## src/rtl/frame_sequencer.sv

```systemverilog
// frame_sequencer: copies the committed next-target frame into the target buffer at a frame boundary
// and tracks elapsed frames of the committed animation. Optional SEQ_STATS_EN adds commit/overrun counters.
module frame_sequencer #(
   parameter int c_ledboards = 30,
   parameter int c_bpc = 12,
   parameter int c_max_time = 1024,
   parameter int c_max_type = 64,
   localparam int c_time_w = $clog2(c_max_time),
   localparam int c_type_w = $clog2(c_max_type),
   localparam int c_addr_w = $clog2(c_ledboards * 32)
) (
   input  logic                i_clk,
   input  logic                i_rst,
   input  logic                i_commit,
   input  logic                i_frame,
   output logic [c_addr_w-1:0] o_raddr,
   input  logic [c_bpc-1:0]    i_rdata,
   input  logic [c_time_w-1:0] i_time,
   input  logic [c_type_w-1:0] i_type,
   output logic                o_wen,
   output logic [c_addr_w-1:0] o_waddr,
   output logic [c_bpc-1:0]    o_wdata,
   output logic [c_time_w-1:0] o_time,
   output logic [c_type_w-1:0] o_type,
   output logic [c_time_w-1:0] o_elapsed,
   output logic                o_done,
   output logic                o_busy,
`ifdef SEQ_STATS_EN
   output logic                o_overrun,
   output logic [15:0]         o_commits,
   output logic [15:0]         o_overruns
`else
   output logic                o_overrun
`endif
);
   typedef enum logic [1:0] {IDLE, ARMED, COPY, FLUSH} state_t;
   localparam logic [c_addr_w-1:0] last = c_addr_w'(c_ledboards * 32 - 1);
   state_t state;
   logic pending;
   // read data arrives one cycle after the address, so it lines up with the delayed write address
   assign o_wdata = o_wen ? i_rdata : '0;
   assign o_done = o_elapsed >= o_time;
   assign o_busy = state != IDLE;
   // sequencer: arm on commit, copy on frame boundary, publish header when the copy completes
   always_ff @(posedge i_clk or posedge i_rst) begin
      if (i_rst) begin
         state <= IDLE;
         pending <= 1'b0;
         o_raddr <= '0;
         o_wen <= 1'b0;
         o_waddr <= '0;
         o_overrun <= 1'b0;
         o_time <= '0;
         o_type <= '0;
         o_elapsed <= '0;
      end else begin
         o_wen <= state == COPY;
         o_waddr <= state == COPY ? o_raddr : '0;
         o_raddr <= (state == COPY && o_raddr != last) ? o_raddr + c_addr_w'(1) : '0;
         o_overrun <= 1'b0;
         o_elapsed <= state == FLUSH ? '0 :
                      (i_frame && o_elapsed < o_time) ? o_elapsed + c_time_w'(1) : o_elapsed;
         case (state)
            IDLE: if (i_commit) state <= i_frame ? COPY : ARMED;
            ARMED: begin
               o_overrun <= i_commit;
               if (i_frame) state <= COPY;
            end
            COPY: begin
               if (i_commit) begin
                  o_overrun <= pending;
                  pending <= 1'b1;
               end
               if (o_raddr == last) state <= FLUSH;
            end
            default: begin
               o_time <= i_time;
               o_type <= i_type;
               o_overrun <= pending & i_commit;
               state <= (pending | i_commit) ? ARMED : IDLE;
               pending <= 1'b0;
            end
         endcase
      end
   end
`ifdef SEQ_STATS_EN
   // completed copies and overrun pulses, both wrapping
   always_ff @(posedge i_clk or posedge i_rst) begin
      if (i_rst) begin
         o_commits <= '0;
         o_overruns <= '0;
      end else begin
         o_commits <= o_commits + 16'(state == FLUSH);
         o_overruns <= o_overruns + 16'(o_overrun);
      end
   end
`endif
endmodule

```

## config.mk

```make
export PLATFORM = sky130hd
export DESIGN_NAME = frame_sequencer
export DESIGN_NICKNAME = d
export VERILOG_FILES = /design/src/rtl/frame_sequencer.sv
export SDC_FILE = /design/constraint.sdc
export NUM_CORES = 1
export LEC_CHECK = 0
export CAP_MARGIN = 15
export CELL_PAD_IN_SITES_DETAIL_PLACEMENT = 1
export CELL_PAD_IN_SITES_GLOBAL_PLACEMENT = 2
export CORE_MARGIN = 5
export CORE_UTILIZATION = 29
export CTS_CLUSTER_SIZE = 12
export DETAILED_ROUTE_END_ITERATION = 10
export HOLD_SLACK_MARGIN = 0.15
export MAX_ROUTING_LAYER = met4
export PLACE_DENSITY = 0.84
export SLEW_MARGIN = 25
export SYNTH_ARGS = -nofsm -noshare
export SYNTH_HDL_FRONTEND = slang
export SYNTH_SLANG_ARGS = --single-unit
```

## constraint.sdc

```tcl
create_clock -name i_clk -period 4.4 [get_ports i_clk]
set_input_delay 0.44 -clock i_clk [delete_from_list [all_inputs] [get_ports i_clk]]
set_output_delay 0.44 -clock i_clk [all_outputs]
set_load 0.01 [all_outputs]
```

# After elaboration in Yosys (flattened, before gate mapping)
# Index checks and enable logic that the tools add are counted.
# classes
addsub	2
multipliers	0
div_mod_pow	0
n_lt_le_gt_ge	2
n_eq_ne	9
shifts	0
n_mux	15
bitwise_logic	3
reduce_logical	9
# ops
operator	n
10-bit 2-to-1 mux	4
10-bit by 1-bit adder with 10-bit output, second input constant	2
12-bit 2-to-1 mux	1
10-bit == test, second input constant	1
10-bit greater-or-equal comparator	1
10-bit less-than comparator	1
10-bit inequality test, second input constant	1
2-bit 2-to-1 mux	4
2-bit inequality test, second input constant	3
2-bit one-hot mux with 3 select lines	1
2-bit == test, second input constant	2
2-bit nonzero test	2
1-bit 2-to-1 mux	3
1-bit one-hot mux with 3 select lines	1
3-bit AND reduction	1
3-bit OR reduction	1
2-bit by 1-bit == test with 1-bit output, second input constant	1
1-bit logical AND	2
2-bit zero test	1
2-bit by 1-bit inequality test with 1-bit output, second input constant	1
1-bit one-hot mux with 2 select lines	1
2-bit AND reduction	1
2-bit OR reduction	1
1-bit AND	1
2 further kinds	2
# totals
register_bits	51
latch_bits	0
ram_bits	0
romBits	0
inputBits	32
out_inout_bits	62
elab_cells	49
mem_count	0

# Depth between registers and ports, before layout
# Gate-level depths: netlist of the first run.
# depth
depth_word	4
mapped_depth	7
mapped_depth_nobuf	7

# Least setup slack after synthesis of the first run
# No wires, ideal clock.
# synth_timing
kind	register to output
from	reg o_time[7]
to	out o_done
arrival_time_ns	1.658
path_slack_ns	2.302
stages_incl_launch_ff	7
path_buffers	0
path_cell_list	dfrtp_1 -> inv_1 -> ha_1 -> a211oi_2 -> nor2_1 -> a2111oi_4 -> o31ai_1
# synth_via
elab_chain_cells	1
# synth_lines
element	line_no	source
from (decl)	23	output logic [c_time_w-1:0] o_time,
from (signal assigned)	77	o_time <= i_time;
10-bit greater-or-equal comparator	42	assign o_done = o_elapsed >= o_time;
to (decl)	26	output logic o_done,
# No other way between the ends.

# Worst setup path after layout of the first run
# layout_timing
from	reg o_elapsed[7]
to	out o_done
# layout_via
elab_chain_cells	1
# layout_lines
element	line_no	source
from (decl)	25	output logic [c_time_w-1:0] o_elapsed,
from (signal assigned)	61	o_elapsed <= state == FLUSH ? '0 :
10-bit greater-or-equal comparator	42	
# No other way between the ends.

==> reports/metrics.csv, run 1 <==
stage;metric;value;unit
status;run_status;completed;
final_layout;post_layout_nonfiller_instances;445;
power;p_comb_share;48.6;%
sta;unrepaired_setup_endpoints_after_global_routing;no;
job;max_cap_violations;0;
synthesis;synth-async-reset-ratio;100;%
clock_tree;worst_setup_hold_path_clk_slew;0.10;ns
drt;avgViaCountPerCell;4.70;
worst_setup_path;startpoint_type;flop;
synthesis;post_synth.cell_area_avg;10.6;sq um
sta;timing.setup.tns;0;ns
synthesis;synthDistinctLibCells;39;
die;initial_core_util;29.5;%
clock_tree;cts_setup_buffers;0;
die;core_box_area;0.00864;sq mm
final_layout;area.growth.synth_to_final;45.4;%
synthesis;syn_area;0.00255;sq mm
placed_design;globalplace.congestion;0.768;
worst_setup_path;timing.critical_path.arrival;2.59;ns
final_layout;layout.nets;384;
power;ir_worst_vdd;0.170;mV
power;internal_power;1.22;mW
drt;drt-initial-drc-count;54;
sta;finalClockSkew;0.00659;ns
placed_design;dp.final_hpwl;5320;microns
die;std_cell_rows;34;
power;power_switching;0.714;mW
drt;totalWireLength;6970;microns
clock_tree;cts_tree;yes;
clock_tree;cts_htree_levels;2;
clock_tree;inserted_clock_buffers;5;
sta;setup_violators_final;0;
final_layout;final_layout_size_suffix_gt1_share;9.50;%
clock_tree;cts_resized;0;
sta;max_slew_margin;56.7;%
synthesis;synth-seq-cells;51;
sta;worst_pin_slew;0.650;ns
die;dieHeight;104;microns
sta;layout_min_cycle_time;3.03;ns
power;clock_power_share;15.7;%
clock_tree;postCtsHoldBufs;0;
power;p_leak;1.59;nW
drt;wirelength_per_cell;15.7;microns
worst_setup_path;critPathRequiredTime;3.96;ns
clock_tree;clockBufferDepth;2;
drt;routed-via-count;2090;
min_path;launch_point_of_the_worst_hold_path;o_type[4];
final_layout;area_taken_by_multi_input_logic_gates;0.00117;sq mm
final_layout;n_fill_cell;978;
synthesis;synth_nets;289;
global_routing;first_global_vias;2341;
synthesis;warnings_synthesis;0;
clock_tree;clockRootBuffer;clkbuf_8;
placed_design;cell_count_post_placement;437;
min_path;hold_path_class;reg -> reg;
global_routing;grt_overflow;0;
worst_setup_path;r2r_start;o_elapsed[7];
final_layout;most_common_library_cell_in_the_layout_ignoring_fill_and_taps;clkdlybuf4s50_1;
sta;portion_of_the_clock_cycle_consumed_by_the_worst_path_in_the_final_layout;68.8;%
die;die_x;104;microns
global_routing;globalRouteTotalUtil;13.7;%
die;top_ports;94;
clock_tree;cts.sink_count;51;
power;power.switching_fraction;36.8;%
die;floorplan.die_area;0.0108;sq mm
power;post-layout-total-power;1.94;mW
power;pwr_density_cell;523;mW/mm^2
final_layout;layout_common_cells;93 x clkdlybuf4s50_1, 51 x dfrtp_1, 24 x and2_1, 20 x inv_1, 19 x nor2_1;
global_routing;grt_max_degree;52;
global_routing;grt_first_pass_wirelength;12000;microns
synthesis;synth.yosys.seq_area_share;50.0;%
synthesis;synth_top_flop_cell;dfrtp_1;
placed_design;number_of_buffers_added_on_ports;93;
clock_tree;insertion_delay;0.30;ns
worst_setup_path;setup.worst_path.class;reg -> out;
worst_setup_path;crit_path_end_kind;primary output;
worst_setup_path;crit_start;o_elapsed[7];
drt;first_pass_iters;4;
power;seqPwrFrac;35.7;%
worst_setup_path;crit_fanout;5;
sta;timing_max_transition_violations_final;0;
global_routing;antenna_found_initial;0;
final_layout;seqCellArea;0.00128;sq mm
sta;hold_ws;0.522;ns
synthesis;netlist_instances;241;
drt;drc;0;
final_layout;n_antenna_cell;0;
sta;timing.final.hold_violations;0;
sta;f_max;0.330;GHz
drt;final_antenna_net_count;0;
synthesis;synth_edf_count;0;
-- worst max-delay path: stages, from the launching register on --
cell             delay (ns)
dfrtp_1                0.43
ha_1                   0.34
a211oi_2               0.27
nor2_1                 0.11
a2111oi_4              0.47
o31ai_1                0.16
clkdlybuf4s50_1        0.51
-- cell families (layout without fill, tap and decap cells) --
group                    after synthesis  count (layout)  share of synthesized area (%)
AND/OR/NAND/NOR                       89              89                           18.5
flip-flops                            51              51                           50.0
buffers and inverters                 27             123                           3.97
XOR/XNOR                               8               8                           2.75
adder cells (fa/ha/maj)               16              16                           7.85
AO/OA/AOI/OAI                         36              36                           10.7
multiplexers                          14              14                           6.13
-- cell type report --
type                            instances  share of cell area, %
Inverter                               21                   2.19
Clock inverter                          1                  0.202
Timing Repair Buffer                   94                   25.3
Multi-Input combinational cell        163                   31.6
Tap cell                              108                   3.64
Sequential cell                        51                   34.4
Clock buffer                            7                   2.60
-- power by group through the flow --
stage | combinational [mW] | clock (mW) | sequential, mW
2_1_floorplan | 0.473 | 0 | 0.730
3_3_place_gp | 0.941 | 0 | 0.696
3_5_place_dp | 0.963 | 0 | 0.707
4_1_cts | 0.967 | 0.322 | 0.697
5_1_grt | 1.05 | 0.344 | 0.717
6_report | 0.942 | 0.305 | 0.692
-- routing by layer --
metal	share of wire, %	vias to the layer above	global-route usage, %
li1	-	998	-
met1	44	1033	16.3
met2	51	52	23.5
met3	3.9	7	3.30
met4	1.1	0	3.15
met5	0	-	-
-- worst paths after layout --
path	to	slack, ns	depth (start not counted)
max in group asynchronous	o_raddr[2]	3.39	2
worst max register to register	o_elapsed[8]	2.17	6
worst min register to register	o_type[4]	0.52	1
worst max-delay path	o_done	1.37	6
min in group asynchronous	o_overrun	0.58	2
worst min-delay path	o_type[4]	0.52	1
-- metrics by stage --
stage | setup slack, ns | instance area (sq um) | util, %
after CTS | 1.32 | 3710 | 42.9
after global routing | 1.23 | 3710 | 42.9
after detailed placement | 1.67 | 3600 | 41.7
final | 1.37 | 3710 | 42.9
after floorplan | 2.30 | 2550 | -
after global placement | 1.78 | 3600 | 41.7
-- synthesized netlist by cell type, types with 2 or more instances --
cell type / instances / area [sq um]
dfrtp_1: 51 / 1280
and2_1: 24 / 150
inv_1: 21 / 78.8
nor2_1: 19 / 71.3
ha_1: 16 / 200
nand2_1: 15 / 56.3
mux2_2: 11 / 124
o21ai_0: 11 / 55.1
a21oi_1: 10 / 50.1
nand3_1: 8 / 40.0
clkbuf_1: 6 / 22.5
nor2b_1: 6 / 37.5
nand4_1: 5 / 31.3
xnor2_1: 5 / 43.8
and3_1: 3 / 18.8
xor2_1: 3 / 26.3
a211oi_2: 2 / 25.0
a21o_1: 2 / 15.0
mux2_1: 2 / 22.5
nor3_1: 2 / 10.0
-- registers in the layout (all words and copies together), names as in the netlist --
name	cells
o_time	10
o_waddr	10
o_wen	1
o_elapsed	10
state	2
o_raddr	10
o_overrun	1
pending	1
o_type	6
Power figures use the tool's default switching activity.
==> run 2, diff against run 1 <==
--- a/config.mk
+++ b/config.mk
@@ -9,12 +9,12 @@
 export CELL_PAD_IN_SITES_DETAIL_PLACEMENT = 1
 export CELL_PAD_IN_SITES_GLOBAL_PLACEMENT = 2
 export CORE_MARGIN = 5
-export CORE_UTILIZATION = 29
+export CORE_UTILIZATION = 24
 export CTS_CLUSTER_SIZE = 12
 export DETAILED_ROUTE_END_ITERATION = 10
 export HOLD_SLACK_MARGIN = 0.15
 export MAX_ROUTING_LAYER = met4
-export PLACE_DENSITY = 0.84
+export PLACE_DENSITY = 0.74
 export SLEW_MARGIN = 25
 export SYNTH_ARGS = -nofsm -noshare
 export SYNTH_HDL_FRONTEND = slang
==> constraint.sdc (replaced) <==
create_clock -name i_clk -period 2.5 [get_ports i_clk]
set_input_delay 0.25 -clock i_clk [delete_from_list [all_inputs] [get_ports i_clk]]
set_output_delay 0.25 -clock i_clk [all_outputs]
set_load 0.01 [all_outputs]
==> run 2 against run 1 <==
Effect of this change:
- clock skew up 0.0045 ns
- hold slack lost 0.21 ns
- count of clock-buffer cells in the layout decreased by 2
- first-iteration DRC count increased by 37%
- cell area grew 3.9%
- flip-flop and latch count is the same
- critical endpoint unchanged
- largest power group unchanged
- highest routed layer unchanged
==> reports/metrics.csv, run 2 (synthesis results as in run 1) <==
stage;metric;value;unit;change
sta;f_max;0.422;GHz;
power;p_leak;1.65;nW;+3.6%
clock_tree;cts_tree;yes;;
sta;timing.final.hold_violations;0;;unchanged
final_layout;layout_common_cells;92 x clkdlybuf4s50_1, 51 x dfrtp_1, 24 x and2_1, 20 x inv_1, 19 x nor2_1;;
power;power.switching_fraction;36.8;%;-0.070 points
power;ir_worst_vdd;0.376;mV;+120%
drt;first_pass_iters;4;;unchanged
worst_setup_path;crit_fanout;5;;unchanged
sta;max_slew_margin;72.0;%;+15 points
die;std_cell_rows;37;;+8.8%
drt;wirelength_per_cell;14.9;microns;-4.6%
worst_setup_path;r2r.worst_path.cells;7;;+1
die;die_x;113;microns;+9.0%
die;initial_core_util;24.7;%;-4.8 points
sta;timing_max_transition_violations_final;0;;unchanged
worst_setup_path;setup.worst_path.end;o_done;;
worst_setup_path;crit_start;o_elapsed[3];;
placed_design;number_of_buffers_added_on_ports;93;;unchanged
final_layout;most_common_library_cell_in_the_layout_ignoring_fill_and_taps;clkdlybuf4s50_1;;
final_layout;final_layout_size_suffix_gt1_share;12.8;%;+3.3 points
clock_tree;cts_setup_buffers;0;;unchanged
power;power_switching;1.30;mW;+83%
sta;setup_violators_final;0;;unchanged
power;seqPwrFrac;34.1;%;-1.6 points
placed_design;globalplace.congestion;0.763;;-0.62%
clock_tree;clockBufferDepth;2;;unchanged
die;core_box_area;0.0103;sq mm;+20%
worst_setup_path;critPathRequiredTime;2.25;ns;-1.71 ns
drt;detailroute.wirelength.met2;3640;microns;+1.5%
global_routing;grt_overflow;0;;unchanged
worst_setup_path;r2r_start;o_elapsed[3];;
drt;topRoutingLayerUsed;met4;;
clock_tree;cts.sink_count;51;;unchanged
drt;avgViaCountPerCell;4.32;;-8.1%
power;clock_power_share;16.1;%;+0.4 points
clock_tree;inserted_clock_buffers;5;;unchanged
drt;drc;0;;unchanged
clock_tree;cts_htree_levels;2;;unchanged
drt;met1Wirelength;3150;microns;+3.9%
final_layout;n_antenna_cell;0;;unchanged
global_routing;grt_first_pass_wirelength;12200;microns;+2.4%
die;dieHeight;113;microns;+9.0%
global_routing;first_global_vias;2378;;+1.6%
worst_setup_path;setup.worst_path.class;reg -> out;;
power;internal_power;2.24;mW;+83%
drt;routed-via-count;2076;;-0.67%
min_path;hold_path_class;in -> async;;
drt;route.met3.wl;365;microns;+36%
power;p_comb_share;49.9;%;+1.3 points
drt;final_antenna_net_count;0;;unchanged
worst_setup_path;crit-reg2reg-capture;o_elapsed[8];;
clock_tree;postCtsHoldBufs;0;;unchanged
sta;hold_ws;0.313;ns;-0.209 ns
global_routing;grt_max_degree;52;;unchanged
clock_tree;worst_setup_hold_path_clk_slew;0.10;ns;about the same
clock_tree;insertion_delay;0.30;ns;about the same
sta;portion_of_the_clock_cycle_consumed_by_the_worst_path_in_the_final_layout;94.8;%;
global_routing;antenna_found_initial;0;;unchanged
final_layout;area.growth.synth_to_final;51.1;%;
power;pwr_density_cell;921;mW/mm^2;+76%
worst_setup_path;timing.critical_path.arrival;2.12;ns;-0.47 ns
die;top_ports;94;;unchanged
worst_setup_path;crit_path_end_kind;primary output;;
drt;totalWireLength;7180;microns;+3.1%
placed_design;dp.final_hpwl;5540;microns;+4.1%
sta;finalClockSkew;0.0111;ns;+0.00452 ns
sta;layout_min_cycle_time;2.37;ns;
die;floorplan.die_area;0.0128;sq mm;+19%
status;run_status;completed;;
sta;worst_pin_slew;0.420;ns;-0.230 ns
worst_setup_path;startpoint_type;flop;;
global_routing;globalRouteTotalUtil;12.0;%;-1.7 points
worst_setup_path;rrSetupSlack;0.36;ns;-1.81 ns
final_layout;layout.nets;393;;+2.3%
power;post-layout-total-power;3.55;mW;+83%
clock_tree;clockRootBuffer;clkbuf_8;;
drt;drt-initial-drc-count;74;;+37%
job;max_cap_violations;0;;unchanged
run 2: cell count changes in the layout (fill, tap and decap cells not counted), sizes merged:
cell,delta
dlygate4sd2,+1
clkdlybuf4s50,-1
clkbuf,-2
bufinv,+1
buf,+9
run 2: power by group through the flow:
stage / sequential [mW] / clock (mW) / combinational [mW]
after detailed placement: 1.23 / 0 / 1.76
after CTS: 1.22 / 0.604 / 1.77
after global placement: 1.22 / 0 / 1.74
after global routing: 1.25 / 0.632 / 1.98
final: 1.21 / 0.570 / 1.77
after floorplan: 1.28 / 0 / 0.833
run 2: area by class of cell:
cell class              count  area, sq um
fillers                  1161         6470
flip-flops and latches     51         1280
multi-input cells         163         1200
repair buffers            103         1020
well taps                 136          170
inverters                  21         78.8
clock buffers               5         68.8
clock inverters             2         37.5
run 2: repair_timing:
action	in CTS	in global routing
cloned	0	0
setup endpoints to repair	1	1
pin swaps	0	1
gates resized for setup	1	6
run 2: layer usage:
metal | vias up | GRT usage, %
met5 | - | -
met2 | 44 | 20.7
li1 | 1011 | -
met1 | 1019 | 14.5
met3 | 2 | 3.16
met4 | 0 | 1.68
run 2: through the flow:
stage | std cells | cell area [sq um] | utilization [%] | setup WS (ns) | setup TNS [ns]
6_report | 481 | 3850 | 37.3 | 0.129 | 0
3_5_place_dp | 474 | 3720 | 36.0 | 0.163 | 0
3_3_place_gp | 474 | 3720 | 36.0 | 0.202 | 0
5_1_grt | 481 | 3850 | 37.3 | -0.00466 | -0.00466
4_1_cts | 481 | 3820 | 37.0 | 0.00933 | 0
2_1_floorplan | 241 | 2550 | - | 0.444 | 0
run 2: how the worst min path moves through the flow:
| stage | from | to |
|---|---|---|
| CTS | i_rst | o_elapsed[8] |
| finish | i_rst | o_type[3] |
| floorplan | i_time[1] | o_time[1] |
| global route | i_rst | o_overrun |
| global placement | o_type[0] | o_type[0] |
| detailed placement | o_type[2] | o_type[2] |
run 2: critical path: stages, from the launching register on:
cell	delay [ns]
dfrtp_1	0.43
ha_1	0.31
a21oi_2	0.15
o21ai_2	0.12
a2111oi_4	0.39
o31ai_2	0.12
dlygate4sd2_1	0.30
